--- src/rtl/rf_wb_arbiter.sv ---
// Register-file writeback arbiter with a pending-write scoreboard.
// Optional operand forwarding when RF_WB_BYPASS_EN is defined.
module rf_wb_arbiter #(
  parameter int NREG = 32,
  parameter int DW   = 32
) (
  input  logic          clk,
  input  logic          reset_n,
  input  logic          a_valid_i,
  output logic          a_ready_o,
  input  logic [4:0]    a_addr_i,
  input  logic [DW-1:0] a_data_i,
  input  logic          b_valid_i,
  output logic          b_ready_o,
  input  logic [4:0]    b_addr_i,
  input  logic [DW-1:0] b_data_i,
  output logic          we3_o,
  output logic [4:0]    a3_o,
  output logic [DW-1:0] wd3_o,
  input  logic [4:0]    ra1_i,
  input  logic [4:0]    ra2_i,
  output logic          busy1_o,
  output logic          busy2_o,
  output logic          idle_o
`ifdef RF_WB_BYPASS_EN
  ,
  output logic [DW-1:0] fwd1_o,
  output logic [DW-1:0] fwd2_o,
  output logic          fwd1_hit_o,
  output logic          fwd2_hit_o
`endif
);

  logic          a_full, b_full;
  logic [4:0]    a_addr, b_addr;
  logic [DW-1:0] a_data, b_data;
  logic          b_older, rr_b;
  logic          both, same;
  logic          grant_a, grant_b, grant;
  logic          a_acc, b_acc;
  logic [4:0]    g_addr;
  logic [DW-1:0] g_data;
  logic [NREG-1:0] pending, pending_nxt;

  assign both = a_full && b_full;
  assign same = a_addr == b_addr;

  // Same destination must commit in fill order.
  always_comb begin
    grant_a = 1'b0;
    if (both && same)
      grant_a = !b_older;
    else if (both)
      grant_a = !rr_b;
    else
      grant_a = a_full;
  end

  assign grant_b = b_full && !grant_a;
  assign grant   = grant_a || grant_b;
  assign g_addr  = grant_b ? b_addr : a_addr;
  assign g_data  = grant_b ? b_data : a_data;

  assign a_ready_o = !a_full || grant_a;
  assign b_ready_o = !b_full || grant_b;
  assign a_acc     = a_valid_i && a_ready_o;
  assign b_acc     = b_valid_i && b_ready_o;

  assign idle_o = !a_full && !b_full && !we3_o;

  always_comb begin
    pending_nxt = '0;
    for (int r = 1; r < NREG; r++) begin
      pending_nxt[r] =
        (a_acc && a_addr_i == 5'(r)) ||
        (b_acc && b_addr_i == 5'(r)) ||
        (a_full && a_addr == 5'(r)) ||
        (b_full && b_addr == 5'(r)) ||
        (pending[r] &&
         !(we3_o && a3_o == 5'(r)));
    end
  end

  always_ff @(posedge clk or negedge reset_n) begin
    if (!reset_n) begin
      a_full  <= 1'b0;
      b_full  <= 1'b0;
      a_addr  <= '0;
      b_addr  <= '0;
      a_data  <= '0;
      b_data  <= '0;
      b_older <= 1'b0;
      rr_b    <= 1'b0;
      we3_o   <= 1'b0;
      a3_o    <= '0;
      wd3_o   <= '0;
      pending <= '0;
    end else begin
      if (a_acc) begin
        a_full <= 1'b1;
        a_addr <= a_addr_i;
        a_data <= a_data_i;
      end else if (grant_a) begin
        a_full <= 1'b0;
      end
      if (b_acc) begin
        b_full <= 1'b1;
        b_addr <= b_addr_i;
        b_data <= b_data_i;
      end else if (grant_b) begin
        b_full <= 1'b0;
      end
      if (a_acc)
        b_older <= 1'b1;
      else if (b_acc)
        b_older <= 1'b0;
      if (both)
        rr_b <= grant_a;
      we3_o <= grant && (g_addr != 5'd0);
      if (grant) begin
        a3_o  <= g_addr;
        wd3_o <= g_data;
      end
      pending <= pending_nxt;
    end
  end

`ifdef RF_WB_BYPASS_EN
  // Scan oldest to youngest so the youngest match wins.
  function automatic logic [DW:0] lookup(
    input logic [4:0] ra
  );
    logic [DW:0] res;
    res = '0;
    if (ra != 5'd0) begin
      if (we3_o && a3_o == ra)
        res = {1'b1, wd3_o};
      if (b_older) begin
        if (b_full && b_addr == ra)
          res = {1'b1, b_data};
        if (a_full && a_addr == ra)
          res = {1'b1, a_data};
      end else begin
        if (a_full && a_addr == ra)
          res = {1'b1, a_data};
        if (b_full && b_addr == ra)
          res = {1'b1, b_data};
      end
    end
    return res;
  endfunction

  assign {fwd1_hit_o, fwd1_o} = lookup(ra1_i);
  assign {fwd2_hit_o, fwd2_o} = lookup(ra2_i);
  assign busy1_o = pending[ra1_i] && !fwd1_hit_o;
  assign busy2_o = pending[ra2_i] && !fwd2_hit_o;
`else
  assign busy1_o = pending[ra1_i];
  assign busy2_o = pending[ra2_i];
`endif

endmodule

--- config.mk ---
export PLATFORM = sky130hd
export DESIGN_NAME = rf_wb_arbiter
export DESIGN_NICKNAME = d
export VERILOG_FILES = /design/src/rtl/rf_wb_arbiter.sv
export SDC_FILE = /design/constraint.sdc
export NUM_CORES = 1
export LEC_CHECK = 0
export ABC_AREA = 0
export BUFFER_PORTS_ARGS = -buffer_cell sky130_fd_sc_hd__buf_2
export CORE_ASPECT_RATIO = 0.7
export CORE_UTILIZATION = 60
export DETAILED_ROUTE_END_ITERATION = 16
export GPL_TIMING_DRIVEN = 1
export PLACE_DENSITY = 0.85
export SLEW_MARGIN = 5
export SYNTH_ARGS = -nofsm -noshare
export SYNTH_HDL_FRONTEND = slang
export SYNTH_SLANG_ARGS = --single-unit
--- constraint.sdc ---
create_clock -name clk -period 4.75 [get_ports clk]
set_clock_uncertainty 0.05 [all_clocks]
set_input_delay 0.7125 -clock clk [delete_from_list [all_inputs] [get_ports clk]]
set_output_delay 0.7125 -clock clk [all_outputs]
set_load 0.03 [all_outputs]
==> results.md, run 1 <==
* Final Critical Period at 3571 ps
* Clock Pin Slew Worst Setup and Hold Paths at 70 ps
* Cell Area, Placed at 8164 µm²
* DR iter-0 viols at 822
* Gr usage total at 38.39%
* Area leader, netlist: dfrtp_1
* FMAX at 280.0 MHz
* Area of the mapped netlist at 7503 µm²
* RSZ-0062 raised after global routing: false
* Yosys reg bits at 147
* Num Clock Sinks at 147
* CTS Buf Count at 17
* First drt pass iteration count at 6
* Setup Viol. Count Final at 0
* Via density per instance at 7.150
* Core box area at 11930 µm²
* TNS Setup at 0 ps
* Post-Syn Instances at 652
* Nets at 836
* CTS tree: built
* Largest net degree at the start of global routing at 108
* Least-Margin Pin Slew at 1087 ps
* I/O Pins at 131
* Commonest non-fill, non-tap cells in the layout: dfrtp_1 (147), buf_2 (129), nand2_1 (62), mux2_2 (59), nor3_1 (34)
* Postcts setup bufs at 0
* H-tree depth at 4
* Share of cells above drive strength 1 at 36.40%
* Synth top area cells: dfrtp_1 (49%), mux2_2 (8.9%), mux4_2 (5.4%)
* Chip width at 135.7 µm
* Synthesized area per cell at 11.51 µm²
* Die Height at 95.57 µm
* Synth Warn # at 0
* CP endpoint kind: output pin
* CTS max path bufs at 2
* WP data required at 3990 ps
* Most common cell after layout, fill and taps aside: dfrtp_1
* Worst hold slack at 368.0 ps
* Slew margin rel. at 27.52%
* First-pass GRT wire length at 36230 µm
* Initial antenna violation count at 2
* CTS Hold Buffers Added at 0
* Routed wire length at 23850 µm
* P_leak at 3.623 nW
* Min-Delay Path Class: input pin to asynchronous set/reset pin
* Crit Path Class: register to output pin
* Dpl hpwl at 16460 µm
* Residual DRC at 0
* Final period util at 75.18%
* Initial Util at 62.88%
* Yosys cell types at 51
* Clk Latency, worst-skew pair at 420 ps
* Vias in the first global route at 6274
* Crit path DAT at 2810 ps
* Root buffer cell: clkbuf_16
* Layout fillers at 792
* Gp weighted congestion at 0.9908
* Synth Flop Type: dfrtp_1
* Synth Net Count at 740
* Post-synth EDFFs at 0
* Gr ovfl total at 0
* Setup crit start kind: register
* Row cnt at 33
* DRT antenna net count at 0
* Ant. Diodes at 0
* Outcome: finished clean
* Detailed-route via count at 6564
* Final Max Slew Viols at 0
* Final Hold Violating Endpoints at 0
* Fraction of registers with async set/reset at 100.0%
* Crit Path Max Fanout at 34
* Worst ir drop on vdd at 0.4714 mV
* Seq/Total Area, Yosys at 49.02%
* Pwr dens at 783.9 nW/µm²
* DIE AREA at 12960 µm²
* Port Buffer Count at 130
* Drt wl/cell at 25.98 µm
* PostCTS Resize Cnt at 0
* Non-Filler Instances at 918
* Share of the synthesized area in the top cell type at 49.02%
* Area delta synth->final at 16.29%
* Finished Cell Area at 8726 µm²
* Max-Cap Viols at 0
* Placed cell count at 886
cells by family (layout without fill, tap and decap cells):
logic type                count (synthesis)  after routing  synth area share (%)
and+or+nand+nor                         180            180                 12.49
AOI/OAI and AO/OA                       159            159                 16.93
DFF                                     147            147                 49.02
muxes                                    97             97                 17.24
buffers and inverters                    63            172                 3.618
xor gates and xnor gates                  6              6                0.7003
state kept, by name (all words and copies together), names as in the netlist, 5 cells and up:
register,count
a3_o,5
a_addr,5
a_data,32
b_addr,5
b_data,32
pending,31
wd3_o,32
path summary, 6_finish.rpt:
| check | slack [ps] | endpoint | from | depth (start not counted) |
|---|---|---|---|---|
| setup / recovery | 1180 | a_ready_o | a_full | 7 |
| hold / removal | 370 | pending[7] | reset_n | 1 |
| setup reg to reg | 1670 | pending[11] | b_addr[4] | 5 |
| hold reg to reg | 450 | a_data[30] | a_data[30] | 1 |
| max in group asynchronous | 3180 | a_data[17] | reset_n | 2 |
| min in group clk | 450 | a_data[30] | a_data[30] | 1 |
stage by stage:
| step | utilization [%] | worst slack, ps | power [W] |
|---|---|---|---|
| floorplan | - | 1513 | 0.004522 |
| finish | 73.13 | 1179 | 0.006840 |
| CTS | 73.13 | 1204 | 0.006740 |
| global placement | 68.42 | 1609 | 0.005302 |
| detailed placement | 68.42 | 1550 | 0.005433 |
| global route | 73.13 | 986.6 | 0.007139 |
per-layer routing:
| metal | global-route usage, % | share of wire [%] | routed length (µm) |
|---|---|---|---|
| met5 | 0 | 0.16 | 37 |
| met4 | 12.36 | 2.2 | 534 |
| met3 | 15.74 | 15 | 3505 |
| met2 | 53.74 | 42 | 10070 |
| met1 | 53.89 | 41 | 9702 |
report_power, final:
| part | internal (W) | switching (W) |
|---|---|---|
| combinational | 0.00127 | 0.00174 |
| clock | 0.000691 | 0.000600 |
| sequential | 0.00187 | 0.000660 |
area by class of cell:
class / instances / area, µm² / share of cell area [%]
sequential: 147 / 3679 / 42.16
multi-input combinational: 442 / 3568 / 40.89
timing repair buffer: 137 / 709.4 / 8.130
clock buffer: 17 / 425.4 / 4.875
tap: 157 / 196.4 / 2.251
clock inverter: 15 / 136.4 / 1.563
inverter: 3 / 11.26 / 0.1291
cell usage after synthesis, drive strengths merged (2+ instances only):
cell / number
dfrtp: 147
mux2: 78
nand2: 62
nor3: 34
clkbuf: 33
a221o: 32
o21ai: 31
buf: 27
o221ai: 27
mux4: 18
o221a: 17
nand3: 15
a21oi: 13
nor2: 11
nand2b: 10
o22ai: 10
nor2b: 8
or3: 8
nand3b: 7
or3b: 5
xnor2: 5
a21boi: 4
a31o: 4
nand4b: 4
o211ai: 4
o22a: 4
or2: 4
a21o: 3
a31oi: 3
a41oi: 3
inv: 3
nand4: 3
nand4bb: 2
or4b: 2
critical path: stages, from the launching register on:
cell     delay, ps
dfrtp_1        660
nand2_1        180
nor3_1         440
and2_1         230
buf_4          360
nor2_1         180
nand2_1        110
buf_2          220
(Power assumes the default switching activity.)
==> inputs of run 2 (changes only) <==
Settings changed: ABC_AREA 0 to 1, CORE_UTILIZATION 60 to 51, PLACE_DENSITY 0.85 to 0.76.
Clock period 4.75 ns to 3.03 ns, I/O delays scaled along.
==> results.md, run 2 <==
* Drt wl/cell at 18.07 µm
* H-tree depth at 4
* Crit path DAT at 2850 ps
* Finished Cell Area at 9000 µm²
* Dominant cell by count in the synthesized netlist: nand2_1
* Core box area at 14280 µm²
* Layout fillers at 1305
* RSZ-0062 raised after global routing: false
* Area leader, netlist: dfrtp_1
* Hold depth at 3
* Worst r2r src: a_addr[2]
* WP data required at 3320 ps
* Vias in the first global route at 7328
* Most common cell after layout, fill and taps aside: nand2_1
* Initial Util at 53.45%
* CTS Buf Count at 17
* Clock Power Share at 20.8%
* Crit Path Class: register to register
* DR iter-0 viols at 879
* Synth Flop Type: dfrtp_1
* Switch Pwr at 0.004902 W
* Commonest non-fill, non-tap cells in the layout: nand2_1 (428), dfrtp_1 (147), nand3_1 (141), buf_2 (129), nor2_1 (89)
* Residual DRC at 0
* Synth Warn # at 0
* Yosys reg bits at 147
* Seq/Total Area, Yosys at 48.20%
* Area of the multi-input gates at 3526 µm²
* Crit Path Max Fanout at 49
* Final Hold Violating Endpoints at 0
* Gr usage total at 32.94%
* Post-Syn Instances at 1049
* Detailed-route via count at 7875
* Synth Net Count at 1137
* Routed wire length at 24740 µm
* Largest net degree at the start of global routing at 70
* Critical R2R Capture: pending[12]
* Area of the mapped netlist at 7632 µm²
* Gr ovfl total at 0
* Worst ir drop on vdd at 0.6687 mV
* Switching share of total power at 47.88%
* Internal Pwr Total at 0.005337 W
* CTS max path bufs at 2
* Fraction of registers with async set/reset at 100.0%
* Num Clock Sinks at 147
* Share of the synthesized area in the top cell type at 48.20%
* DIE AREA at 15470 µm²
* Hold endpoint: a_data[29]
* Setup Viol. Count Final at 0
* Die Height at 104.4 µm
* Least-Margin Pin Slew at 971.2 ps
* Root buffer cell: clkbuf_16
* Reg2Reg Depth at 12
* Clock Pin Slew Worst Setup and Hold Paths at 70 ps
* Gp weighted congestion at 0.9793
* Via density per instance at 5.752
* Nets at 1253
* Dpl hpwl at 17250 µm
* FMAX at 391.5 MHz
* Logic pwr share at 42.5%
* Fin util at 63.03%
* Final Max Slew Viols at 0
* Slew margin rel. at 35.16%
* Setup crit start kind: register
* Synthesized area per cell at 7.276 µm²
* Chip width at 148.2 µm
* Final Critical Period at 2554 ps
* CP endpoint kind: register
* FF+latch area at 3679 µm²
* Max-Cap Viols at 0
* Area delta synth->final at 17.92%
* Reg2Reg Setup Slack at 480 ps
* Cell Area, Placed at 8394 µm²
* Yosys cell types at 25
* I/O Pins at 131
* Worst Min Path Start: a_data_i[29]
* Seq pwr share at 36.7%
* Clk Latency, worst-skew pair at 420 ps
* Outcome: finished clean
* Share of cells above drive strength 1 at 15.70%
* CTS tree: built
* Port Buffer Count at 130
* First drt pass iteration count at 6
* Final period util at 84.30%
* Min-Delay Path Class: input pin to register
* Synth top area cells: dfrtp_1 (48%), nand2_1 (21%), nand3_1 (9.2%)
* First-pass GRT wire length at 39050 µm
* Biggest regs: a_data (32), b_data (32), wd3_o (32)
* Top post-synthesis cells by count: nand2_1 (428), dfrtp_1 (147), nand3_1 (141)
* Initial antenna violation count at 0
* Post-synth EDFFs at 0
* PostCTS Resize Cnt at 0
* P_leak at 4.437 nW
* Pwr dens at 1138 nW/µm²
* TNS Setup at 0 ps
* DRT antenna net count at 0
* Row cnt at 36
[run 2: kinds of logic after synthesis]
logic type / synth area share [%]
and+or+nand+nor: 35.98
DFF: 48.20
AOI/OAI and AO/OA: 10.11
buffers and inverters: 5.705
[run 2: worst max path at each step]
stage                     slack (ps)          end       from
after floorplan                  770      busy2_o   ra2_i[0]
final                            480  pending[12]  a_addr[2]
after detailed placement         560  pending[12]     a_full
after global placement           630      busy1_o   ra1_i[0]
after CTS                        530  pending[12]     a_full
after global routing             230  pending[12]     a_full
[run 2: critical path: stages (launching register included)]
cell,delay (ps)
dfrtp_1,510
inv_1,120
nand2_1,100
nand2_1,60
nor2_1,80
nand3_1,100
nand2_1,100
nand2_2,80
nand2_4,90
nand2_4,100
inv_2,720
nand3_1,210
nand3_1,140
[run 2: power by group through the flow]
stage / clock (W) / sequential [W] / combinational, W
3_5_place_dp: 0 / 0.00372 / 0.00426
3_3_place_gp: 0 / 0.00371 / 0.00420
2_1_floorplan: 0 / 0.00385 / 0.00271
6_report: 0.00213 / 0.00376 / 0.00435
5_1_grt: 0.00223 / 0.00383 / 0.00482
4_1_cts: 0.00213 / 0.00370 / 0.00429
[run 2: what timing repair did]
action / CTS / global route
hold buffers: 1 / 0
endpoints found under the hold margin: 39 / 0
setup buffers: 0 / 0
[run 2: per-layer routing]
metal,global-route usage [%],wire (µm),vias to the layer above
li1,-,-,3662
met1,48.34,10960,3717
met2,45.20,10080,459
met3,12.41,3344,37
met4,8.100,348,0
met5,0,0,-
[run 2: through the flow]
step | hold WS [ps] | std cells | setup slack, ps | total power (W)
3_3_place_gp | 345.0 | 1335 | 631.0 | 0.007914
6_report | 171.2 | 1369 | 475.6 | 0.01024
5_1_grt | 162.1 | 1368 | 232.6 | 0.01088
3_5_place_dp | 348.0 | 1335 | 555.2 | 0.007980
4_1_cts | 159.7 | 1368 | 531.6 | 0.01012
2_1_floorplan | 108.9 | 1049 | 771.4 | 0.006565
[run 2: cell type report]
| type | instances | share of cell area, % |
|---|---|---|
| well taps | 190 | 2.641 |
| multi-input cells | 806 | 39.18 |
| repair buffers | 141 | 8.522 |
| flip-flops and latches | 147 | 40.87 |
| clock buffers | 18 | 4.769 |
| inverters | 52 | 2.169 |
| diodes | 1 | 0.02780 |
| clock inverters | 14 | 1.821 |
==> inputs of run 3 (changes only) <==
Clock period 3.03 ns to 2.1 ns, I/O delays scaled along.
==> results.md, run 3 (synthesis results as in run 2) <==
* Crit path DAT at 1770 ps
* Residual DRC at 0
* Die Height at 104.4 µm
* Core box area at 14280 µm²
* Worst ir drop on vdd at 0.9755 mV
* Nets at 1309
* Initial Util at 53.45%
* Port Buffer Count at 130
* Slew margin rel. at 56.52%
* Row cnt at 36
* Ant. Diodes at 0
* Final WS setup at -35.46 ps
* Gr ovfl total at 0
* Violated checks: setup timing
* First drt pass iteration count at 9
* CP cell instances: buf_6 -> a21oi_2 -> nand2_1 -> nor2_2 -> nand3_2 -> nand2_2 -> nand2_4 -> buf_6
* Chip width at 148.2 µm
* Min-Delay Path Class: input pin to register
* CP max-delay cell: dfrtp_1
* Worst slack at placement at 35.25 ps
* Final Hold Violating Endpoints at 0
* Commonest non-fill, non-tap cells in the layout: nand2_1 (425), dfrtp_1 (142), nand3_1 (140), buf_2 (125), nor2_1 (88)
* Clock Pin Slew Worst Setup and Hold Paths at 70 ps
* Gp weighted congestion at 1.062
* Pwr dens at 1650 nW/µm²
* Outcome: complete, but fails checks
* Root buffer cell: clkbuf_16
* Slowest stage delay, CP at 410 ps
* Gr usage total at 33.58%
* Biggest regs: a_data (32), b_data (32), wd3_o (32)
* DRT antenna net count at 0
* Crit Path Max Fanout at 3
* Detailed-route via count at 8117
* Cell Area, Placed at 8695 µm²
* H-tree depth at 4
* WP data required at 1740 ps
* Layout fillers at 1237
* DR iter-0 viols at 1017
* Final period util at 101.7%
* Num Clock Sinks at 147
* Cell family with most CP delay: simple AND/OR/NAND/NOR gates
* Finished Cell Area at 9540 µm²
* Most used cell, CP: buf_6
* Least-Margin Pin Slew at 649.8 ps
* Final Critical Period at 2135 ps
* CTS tree: built
* RSZ-0062 raised after global routing: true
* Vias in the first global route at 7231
* Setup Viol. Count Final at 2
* Max-Cap Viols at 0
* TNS Setup at -62.13 ps
* Largest net degree at the start of global routing at 48
* Crit Path Class: register to output pin
* Worst hold slack at 17.48 ps
* Routed wire length at 25780 µm
* Final Max Slew Viols at 0
* CP endpoint kind: output pin
* Initial antenna violation count at 0
* FMAX at 468.3 MHz
* Setup crit start kind: register
* P_leak at 4.725 nW
* Dpl hpwl at 18060 µm
* CTS Buf Count at 17
* Fin util at 66.82%
* First-pass GRT wire length at 39230 µm
* DIE AREA at 15470 µm²
* Crit path buf inv count at 2
* Drt wl/cell at 18.11 µm
* Clk Latency, worst-skew pair at 430 ps
* I/O Pins at 131
* Area delta synth->final at 25.00%
* Via density per instance at 5.700
* CTS max path bufs at 2
* Share of cells above drive strength 1 at 20.99%
* Most common cell after layout, fill and taps aside: nand2_1
==> run 3: path summary, 6_finish.rpt <==
| check | cells past startpoint | slack (ps) | to | from |
|---|---|---|---|---|
| max | 8 | -40 | b_ready_o | b_addr[3] |
| min | 3 | 20 | a_data[25] | a_data_i[25] |
| max reg2reg | 14 | 60 | a_data[20] | a_addr[2] |
| min reg2reg | 2 | 430 | wd3_o[31] | b_data[31] |
| max in group asynchronous | 3 | 1070 | wd3_o[13] | reset_n |
| min in group asynchronous | 2 | 340 | wd3_o[24] | reset_n |
==> run 3: where the power goes <==
part / total [W] / switching, W / internal, W
Combinational: 0.00738 / 0.00486 / 0.00253
Clock: 0.00299 / 0.00141 / 0.00158
Sequential: 0.00537 / 0.00118 / 0.00419
Total: 0.0157 / 0.00745 / 0.00830
==> run 3: repair_timing <==
item                                    4_1_cts  5_1_grt
endpoints found under the setup margin        4      105
pin swaps                                     5       10
hold buffers                                  1        0
cloned                                        0        0
endpoints found under the hold margin        42        0
setup buffers                                 7       14
gates resized for setup                      10       32
==> run 3: metrics by stage <==
step | total power, W | std cells
final | 0.01574 | 1424
after CTS | 0.01514 | 1410
after detailed placement | 0.01193 | 1370
after floorplan | 0.009472 | 1049
after global placement | 0.01185 | 1370
after global routing | 0.01662 | 1424
==> run 3: layout make-up <==
type	instances	area (µm²)	area share, %
Inverter	52	200.2	2.098
Tap cell	190	237.7	2.492
Clock buffer	18	429.2	4.498
Timing Repair Buffer	197	1282	13.44
Sequential cell	147	3685	38.62
Clock inverter	14	140.1	1.469
Multi-Input combinational cell	806	3566	37.38
==> run 3: tightest hold or removal path, cell delays in order <==
cell	delay [ps]
buf_2	70
nand2_1	40
nand2_1	40
==> run 3: per-layer routing <==
metal  up-vias  track usage [%]  share of wire, %
met3        59            11.10                14
met5         -            3.000              0.21
met2       528            44.03                41
met4         2            8.689               1.9
li1       3770                -                 -
met1      3758            51.73                43
